$ cat config.mk
export PLATFORM = sky130hd
export DESIGN_NAME = reg_write_arbiter_flat
export DESIGN_NICKNAME = d
export VERILOG_FILES = /design/src/rtl/reg_arb_pkg.sv /design/src/rtl/reg_write_arbiter_if.sv /design/src/rtl/reg_write_arbiter_rr_pick.sv /design/src/rtl/reg_write_arbiter.sv /design/src/flat_wrapper.sv
export SDC_FILE = /design/constraint.sdc
export NUM_CORES = 1
export LEC_CHECK = 0
export BUFFER_PORTS_ARGS = -buffer_cell sky130_fd_sc_hd__buf_2
export CORE_MARGIN = 3
export CORE_UTILIZATION = 55
export DETAILED_ROUTE_END_ITERATION = 12
export PLACE_DENSITY_LB_ADDON = 0.3
export SETUP_SLACK_MARGIN = 0.1
export SLEW_MARGIN = 20
export SYNTH_ARGS = -nofsm -noshare
export SYNTH_HDL_FRONTEND = slang
export SYNTH_HIERARCHICAL = 1
export SYNTH_SLANG_ARGS = --single-unit
$ cat constraint.sdc
create_clock -name clk -period 8.3 [get_ports clk]
set_clock_uncertainty 0.15 [all_clocks]
set_input_delay 0.415 -clock clk [delete_from_list [all_inputs] [get_ports clk]]
set_output_delay 0.415 -clock clk [all_outputs]
set_load 0.05 [all_outputs]
$ cat src/rtl/reg_arb_pkg.sv
// Shared types and helpers for the shared-register write arbiter.
// State encoding, default sizes and one-hot decode.
package reg_arb_pkg;

  typedef enum logic [1:0] {
    IDLE  = 2'd0,
    WRITE = 2'd1,
    DONE  = 2'd2
  } arb_state_e;

  localparam int N_REQ_DEF = 4;
  localparam int DW_DEF    = 4;

  // Sized for the largest supported requester count (8).
  function automatic logic [2:0] oh2idx(
    input logic [7:0] oh
  );
    logic [2:0] idx;
    idx = '0;
    for (int i = 0; i < 8; i++) begin
      if (oh[i]) idx = idx | 3'(i);
    end
    return idx;
  endfunction

endpackage

$ cat src/rtl/reg_write_arbiter_if.sv
// Requester/arbiter bundle for the shared holding register.
// master = requester side, slave = arbiter side.
interface reg_write_arbiter_if
  import reg_arb_pkg::*;
#(
  parameter int N_REQ = N_REQ_DEF,
  parameter int DW    = DW_DEF
);

  logic [N_REQ-1:0]    req;
  logic [N_REQ*DW-1:0] wdata;
  logic [N_REQ-1:0]    gnt;
  logic [N_REQ-1:0]    ack;
  logic                reg_en;
  logic [DW-1:0]       reg_din;
  logic                busy;

  modport master (
    output req,
    output wdata,
    input  gnt,
    input  ack,
    input  reg_en,
    input  reg_din,
    input  busy
  );

  modport slave (
    input  req,
    input  wdata,
    output gnt,
    output ack,
    output reg_en,
    output reg_din,
    output busy
  );

endinterface

$ cat src/rtl/reg_write_arbiter_rr_pick.sv
// Combinational winner select: round-robin from ptr, or lowest
// index when REG_ARB_FIXED_PRIO_EN is defined.
module rr_pick
  import reg_arb_pkg::*;
#(
  parameter int N_REQ = N_REQ_DEF,
  parameter int IDX_W = $clog2(N_REQ)
) (
  input  logic [N_REQ-1:0] req,
  input  logic [IDX_W-1:0] ptr,
  output logic [N_REQ-1:0] win_oh,
  output logic [IDX_W-1:0] win_idx
);

`ifdef REG_ARB_FIXED_PRIO_EN
  logic ptr_unused;
  assign ptr_unused = ^ptr;

  always_comb begin
    logic found;
    win_oh = '0;
    found  = 1'b0;
    for (int i = 0; i < N_REQ; i++) begin
      if (!found && req[i]) begin
        win_oh[i] = 1'b1;
        found     = 1'b1;
      end
    end
  end
`else
  always_comb begin
    logic found;
    int   k;
    win_oh = '0;
    found  = 1'b0;
    k      = 0;
    for (int i = 0; i < N_REQ; i++) begin
      k = (int'(ptr) + i) % N_REQ;
      if (!found && req[k[IDX_W-1:0]]) begin
        win_oh[k[IDX_W-1:0]] = 1'b1;
        found                = 1'b1;
      end
    end
  end
`endif

  assign win_idx = IDX_W'(oh2idx(8'(win_oh)));

endmodule

$ cat src/rtl/reg_write_arbiter.sv
// Arbitrates writes into one shared enable-loaded register.
// Build option: REG_ARB_FIXED_PRIO_EN selects fixed priority.
module reg_write_arbiter
  import reg_arb_pkg::*;
#(
  parameter int N_REQ = N_REQ_DEF,
  parameter int DW    = DW_DEF,
  localparam int IDX_W = $clog2(N_REQ)
) (
  input  logic              clk,
  input  logic              rst_n,
  reg_write_arbiter_if.slave bus
);

  arb_state_e       state;
  logic [IDX_W-1:0] ptr;
  logic [N_REQ-1:0] win_oh;
  logic [IDX_W-1:0] win_idx;
  logic [DW-1:0]    pick;

  rr_pick #(
    .N_REQ (N_REQ),
    .IDX_W (IDX_W)
  ) u_pick (
    .req     (bus.req),
    .ptr     (ptr),
    .win_oh  (win_oh),
    .win_idx (win_idx)
  );

  always_comb begin
    pick = '0;
    for (int i = 0; i < N_REQ; i++) begin
      if (win_oh[i]) pick = pick | bus.wdata[i*DW +: DW];
    end
  end

`ifdef REG_ARB_FIXED_PRIO_EN
  logic win_idx_unused;
  assign win_idx_unused = ^win_idx;
`else
  logic [IDX_W-1:0] cur_idx;
  logic [IDX_W-1:0] nxt_ptr;
  logic             win_idx_unused;

  assign win_idx_unused = ^win_idx;
  assign cur_idx = IDX_W'(oh2idx(8'(bus.gnt)));
  assign nxt_ptr = (cur_idx == IDX_W'(N_REQ - 1))
                 ? '0 : cur_idx + 1'b1;
`endif

  assign bus.busy = (state != IDLE);

  always_ff @(posedge clk or negedge rst_n) begin
    if (!rst_n) begin
      state       <= IDLE;
      ptr         <= '0;
      bus.gnt     <= '0;
      bus.ack     <= '0;
      bus.reg_en  <= 1'b0;
      bus.reg_din <= '0;
    end else begin
      unique case (state)
        IDLE: begin
          if (|bus.req) begin
            bus.gnt     <= win_oh;
            bus.reg_din <= pick;
            bus.reg_en  <= 1'b1;
            state       <= WRITE;
          end
        end
        WRITE: begin
          bus.reg_en <= 1'b0;
          bus.ack    <= bus.gnt;
          state      <= DONE;
        end
        DONE: begin
          bus.ack <= '0;
          bus.gnt <= '0;
`ifdef REG_ARB_FIXED_PRIO_EN
`else
          ptr     <= nxt_ptr;
`endif
          state   <= IDLE;
        end
        default: state <= IDLE;
      endcase
    end
  end

endmodule

$ cat src/flat_wrapper.sv
// flat-port wrapper written by rule: the top's interface ports become plain ports
module reg_write_arbiter_flat import reg_arb_pkg::*;
#(
  parameter int N_REQ = N_REQ_DEF,
  parameter int DW    = DW_DEF,
  localparam int IDX_W = $clog2(N_REQ)
)
  (clk, rst_n, bus_req, bus_wdata, bus_gnt, bus_ack, bus_reg_en, bus_reg_din, bus_busy);
  reg_write_arbiter_if #(.N_REQ(N_REQ), .DW(DW)) bus_i ();
  input  logic clk;
  input  logic rst_n;
  input wire logic [$bits(bus_i.req)-1:0] bus_req;
  input wire logic [$bits(bus_i.wdata)-1:0] bus_wdata;
  output wire logic [$bits(bus_i.gnt)-1:0] bus_gnt;
  output wire logic [$bits(bus_i.ack)-1:0] bus_ack;
  output wire logic [$bits(bus_i.reg_en)-1:0] bus_reg_en;
  output wire logic [$bits(bus_i.reg_din)-1:0] bus_reg_din;
  output wire logic [$bits(bus_i.busy)-1:0] bus_busy;
  assign bus_i.req = bus_req;
  assign bus_i.wdata = bus_wdata;
  assign bus_gnt = bus_i.gnt;
  assign bus_ack = bus_i.ack;
  assign bus_reg_en = bus_i.reg_en;
  assign bus_reg_din = bus_i.reg_din;
  assign bus_busy = bus_i.busy;
  reg_write_arbiter #(.N_REQ(N_REQ), .DW(DW)) u_core (.clk(clk), .rst_n(rst_n), .bus(bus_i));
endmodule
---- Word-level counts from Yosys, hierarchy flattened ----
Index checks and enable logic that the tools add are counted.
W data, S select, Z words.
word-level totals
  flip-flop bits (word level) ............. 17
operators by class
  add/subtract/negate cells ............... 4
  $lt $le $gt $ge ......................... 8
  eq/ne operators ......................... 4
  mux-type cells .......................... 38
  bitwise operators ....................... 6
  reduce and logical (&&, ||, !) cells .... 19
operator list
  cell                   number
  $mux W4                9
  $or A4 B4 Y4           6
  $pmux W4 S2            2
  $mux W1                13
  $lt A2 B3 Y1 const B   4
  $bmux W1 S2            4
  $demux W1 S2           4
  $ge A2 B1 Y1 const B   4
  $mux W2                4
  $reduce_bool A2 Y1     4
  $logic_and A1 B1 Y1    7
  $reduce_and A2 Y1      3
  $add A2 B1 Y2 const B  2
  $add A2 B2 Y2 const B  2
  $eq A2 B2 Y1 const B   2
  $pmux W2 S2            1
  $reduce_or A4 Y1       1
  $logic_not A1 Y1       3
  $eq A2 B1 Y1 const B   1
  $logic_not A2 Y1       1
  $ne A2 B1 Y1 const B   1
  $pmux W1 S2            1

---- Depth between registers and ports, before layout ----
  word-level depth ........................ 19
  depth in mapped cells ................... 9
  depth with buffers taken out ............ 9

---- Cells and area by module ----
Netlist, hierarchy kept.
by module, submodules not included
  module             instances  cells each  area an instance (um^2)
  reg_write_arbiter  1          86          899.6
  rr_pick            1          35          322.8

---- Least setup slack after synthesis ----
Ideal clock, no wire load.
  path kind ............................... reg-to-reg
  from .................................... register u_core.ptr[0]
  to ...................................... register u_core.bus.reg_din[1]
  arrival ................................. 2.346 ns
  required time ........................... 8.006 ns
  path slack .............................. 5.660 ns
  cell stages (with the launch flop) ...... 10
  buffers on the path ..................... 0
  period minus slack after synthesis ...... 2.640 ns
  path through ............................ dfrtp_1 > inv_1 > ha_1 > mux4_2 > or2_4 > a221oi_2 > nor2_1 > a22o_1 > a221oi_1 > o21ai_0
RTL lines
  element                                                                line                             RTL
  start, declared                                                        reg_write_arbiter.sv:16          logic [IDX_W-1:0] ptr;
  start signal, assigned                                                 reg_write_arbiter.sv:82          ptr <= nxt_ptr;
  parallel branches: the longest is 11 deep, another holds $lt A2 B3 Y1  --
  $mux W4 *                                                              reg_write_arbiter_rr_pick.sv:39  if (!found && req[k[IDX_W-1:0]]) begin
  net u_core.win_oh[1]                                                   reg_write_arbiter.sv:17          logic [N_REQ-1:0] win_oh;
  $mux W4 *                                                              reg_write_arbiter.sv:34          if (win_oh[i]) pick = pick | bus.wdata[i*DW +: DW];
  $or A4 B4 Y4                                                           reg_write_arbiter.sv:34
  $mux W4 *                                                              reg_write_arbiter.sv:34
  $or A4 B4 Y4                                                           reg_write_arbiter.sv:34
  $mux W4 *                                                              reg_write_arbiter.sv:34
  end signal, assigned                                                   reg_write_arbiter.sv:67          bus.reg_din <= pick;
  end, declared                                                          reg_write_arbiter_if.sv:34       output reg_din,
Mark *: on every way through the listed nets, which the timed path passes. The select of a mux whose other input is x is not followed.
A chain may end at the register's enable or synchronous reset.

---- Worst setup path after layout ----
  from .................................... register u_core.ptr[0]
  to ...................................... register u_core.bus.gnt[0]
between the ends
  longest elaborated chain between the ends .. 14
ends and longest elaborated chain
  element                                                                line                             RTL
  parallel branches: the longest is 11 deep, another holds $lt A2 B3 Y1  --
  $mux W4 *                                                              reg_write_arbiter_rr_pick.sv:39
  net u_core.win_oh[0]                                                   reg_write_arbiter.sv:17
  $mux W4 *                                                              reg_write_arbiter.sv:65          if (|bus.req) begin
  $pmux W4 S2 *                                                          reg_write_arbiter.sv:63          unique case (state)
  end signal, assigned                                                   reg_write_arbiter.sv:66          bus.gnt <= win_oh;
  end, declared                                                          reg_write_arbiter_if.sv:31       output gnt,
Marked as above.

==> impl_metrics.toml <==
[outcome]
status = "finished clean"

[logic_synthesis]
syn-num-nets = 151
syn_inst = 119
avgSynthCellArea_um2 = 10.19
syn_area_um2 = 1212
yosys_warnings = 6

[finish]
final_cell_mix = "buf_2, dfrtp_1, inv_1"
final_common_cell = "buf_2"
fillCellCount = 162
drive_above_1_share_pct = 33.76
area_growth_pct = 19.61
nets = 190
final_cells = 184
n_antenna_cell = 0

[sta]
fin_ws_ns = 5.374
max_slew.worst_pin.slew_ns = 0.5796
hold_viol = 0
fin_setup_tns_ns = 0
setup_viol_count_final = 0
maxSlewHeadroom_pct = 61.23
finalCritPeriodShare_pct = 35.25
min_period_ns = 2.926
slew_viol_final = 0
rsz0062_at_grt = "false"
max_freq_ghz = 0.3418

[grt]
grt_overflow_total = 0
grt_max_degree = 18
antenna_found_initial = 0
grtUsageTotal_pct = 21.44
grt_pass1_vias = 1010
grt_pass1_wl_um = 4333

[worst_setup_path]
slowest_delay_ns = 0.54
r2r_start = "u_core/ptr[0]"
r2r_end = "u_core/bus.gnt[0]"
slowest_stage = "dfrtp_1"
ff2ff_setup_slack_ns = 5.37
start_kind = "flip-flop"
path_buf_inv = 1
worstSetupPathType = "flip-flop to flip-flop"
cp_top_family = "simple AND/OR/NAND/NOR gates"
r2r.worst_path.cells = 9
worstPathCellList = "inv_1 > ha_1 > mux4_2 > or2b_1 > o22ai_1 > a31oi_1 > nand2_1 > or3_2 > nand3_1"
critPathRequiredTime_ns = 8.39
cp.arrival_ns = 3.02
end_kind = "flip-flop"
cp_max_fo = 8

[floorplanning]
coreArea_um2 = 2022
die_x_um = 52.95
initial_core_util_pct = 59.96
io_pins = 36
die_h_um = 52.95
placementRows = 16
dieArea_um2 = 2804

[power_and_ir_drop]
vdd_drop_max_v = 0.0002658
power.density_nw_per_um2 = 461.5
p_leak_nw = 0.6965

[drt]
wl_per_cell_um = 15.18
wirelength_um = 2793
drc = 0
first_iter_violations = 32
drt_pass1_iterations = 4
viasPerCell = 5.897
ant_nets = 0
route.vias.total = 1085

[min_path]
hold_path_class = "input pin to flip-flop"
min_from = "bus_wdata[13]"
whs_path_depth = 3
min_to = "u_core/bus.reg_din[1]"

[clocking]
ctsResizeCount = 0
postCtsSetupRepairBufs = 0
cts_made_buffers = 3
clkSlewWorstSetupHoldPaths_ns = 0.11
cts_tree = "done"
insertion_delay_ns = 0.29
ctsHoldBuffers = 1
cts_buffer_depth = 2
clkSinkCount = 17
htree_num_levels = 1
root_buffer = "clkbuf_4"

[place]
pre_cts_slack_ns = 5.421
hpwl_um = 2113
port_buffers = 35
dp_cells = 179
gp_congestion = 0.7918

[flow_run]
maxCapViolCount = 0
==> sequential cells by signal, indices dropped and copies added (netlist names) <==
register / flops
u_core/bus.reg_din: 4
u_core/bus.gnt: 4
u_core/bus.reg_en: 1
u_core/state: 2
u_core/bus.ack: 4
u_core/ptr: 2
==> metrics by stage <==
stage,util (%),total power [mW],hold slack (ns),area [um^2]
2_1_floorplan,-,0.5193,-0.03059,1212
3_3_place_gp,69.86,0.6001,0.2016,1413
3_5_place_dp,69.86,0.6190,0.2074,1413
4_1_cts,71.72,0.6668,0.2731,1450
5_1_grt,71.72,0.7142,0.2741,1450
6_report,71.72,0.6693,0.2692,1450
==> worst register-to-register path, stage by stage, from the launching register on <==
cell	delay (ns)
dfrtp_1	0.54
inv_1	0.17
ha_1	0.35
mux4_2	0.35
or2b_1	0.24
o22ai_1	0.11
a31oi_1	0.38
nand2_1	0.08
or3_2	0.42
nand3_1	0.09
==> report_power, final <==
part           internal, mW  switching, mW
registers             0.120         0.0354
logic                 0.173          0.295
clock network        0.0179         0.0279
==> how the worst max path moves through the flow <==
stage                   from               endpoint  slack [ns]  cells after the start
6_report       u_core/ptr[0]      u_core/bus.gnt[0]        5.37                      9
5_1_grt        u_core/ptr[0]  u_core/bus.reg_din[1]        5.17                      9
4_1_cts        u_core/ptr[0]      u_core/bus.gnt[0]        5.40                      9
3_5_place_dp   u_core/ptr[0]      u_core/bus.gnt[0]        5.42                      9
3_3_place_gp   u_core/ptr[0]      u_core/bus.gnt[0]        5.56                      9
2_1_floorplan  u_core/ptr[0]  u_core/bus.reg_din[1]        5.70                      9
==> layer usage <==
layer	GRT usage (%)	vias to the layer above	routed length (um)
met3	3.099	8	212
li1	-	514	-
met2	34.71	51	1288
met5	0	-	0
met1	26.64	512	1219
met4	13.19	0	73
==> layout make-up <==
| cell class | count | area, um^2 | area share (%) |
|---|---|---|---|
| multi-input cells | 85 | 721.9 | 49.78 |
| flip-flops and latches | 17 | 425.4 | 29.34 |
| repair buffers | 36 | 185.2 | 12.77 |
| inverters | 15 | 56.30 | 3.883 |
| well taps | 27 | 33.78 | 2.330 |
| clock buffers | 3 | 22.52 | 1.553 |
| clock inverters | 1 | 5.005 | 0.3451 |
(Power assumes the default switching activity.)
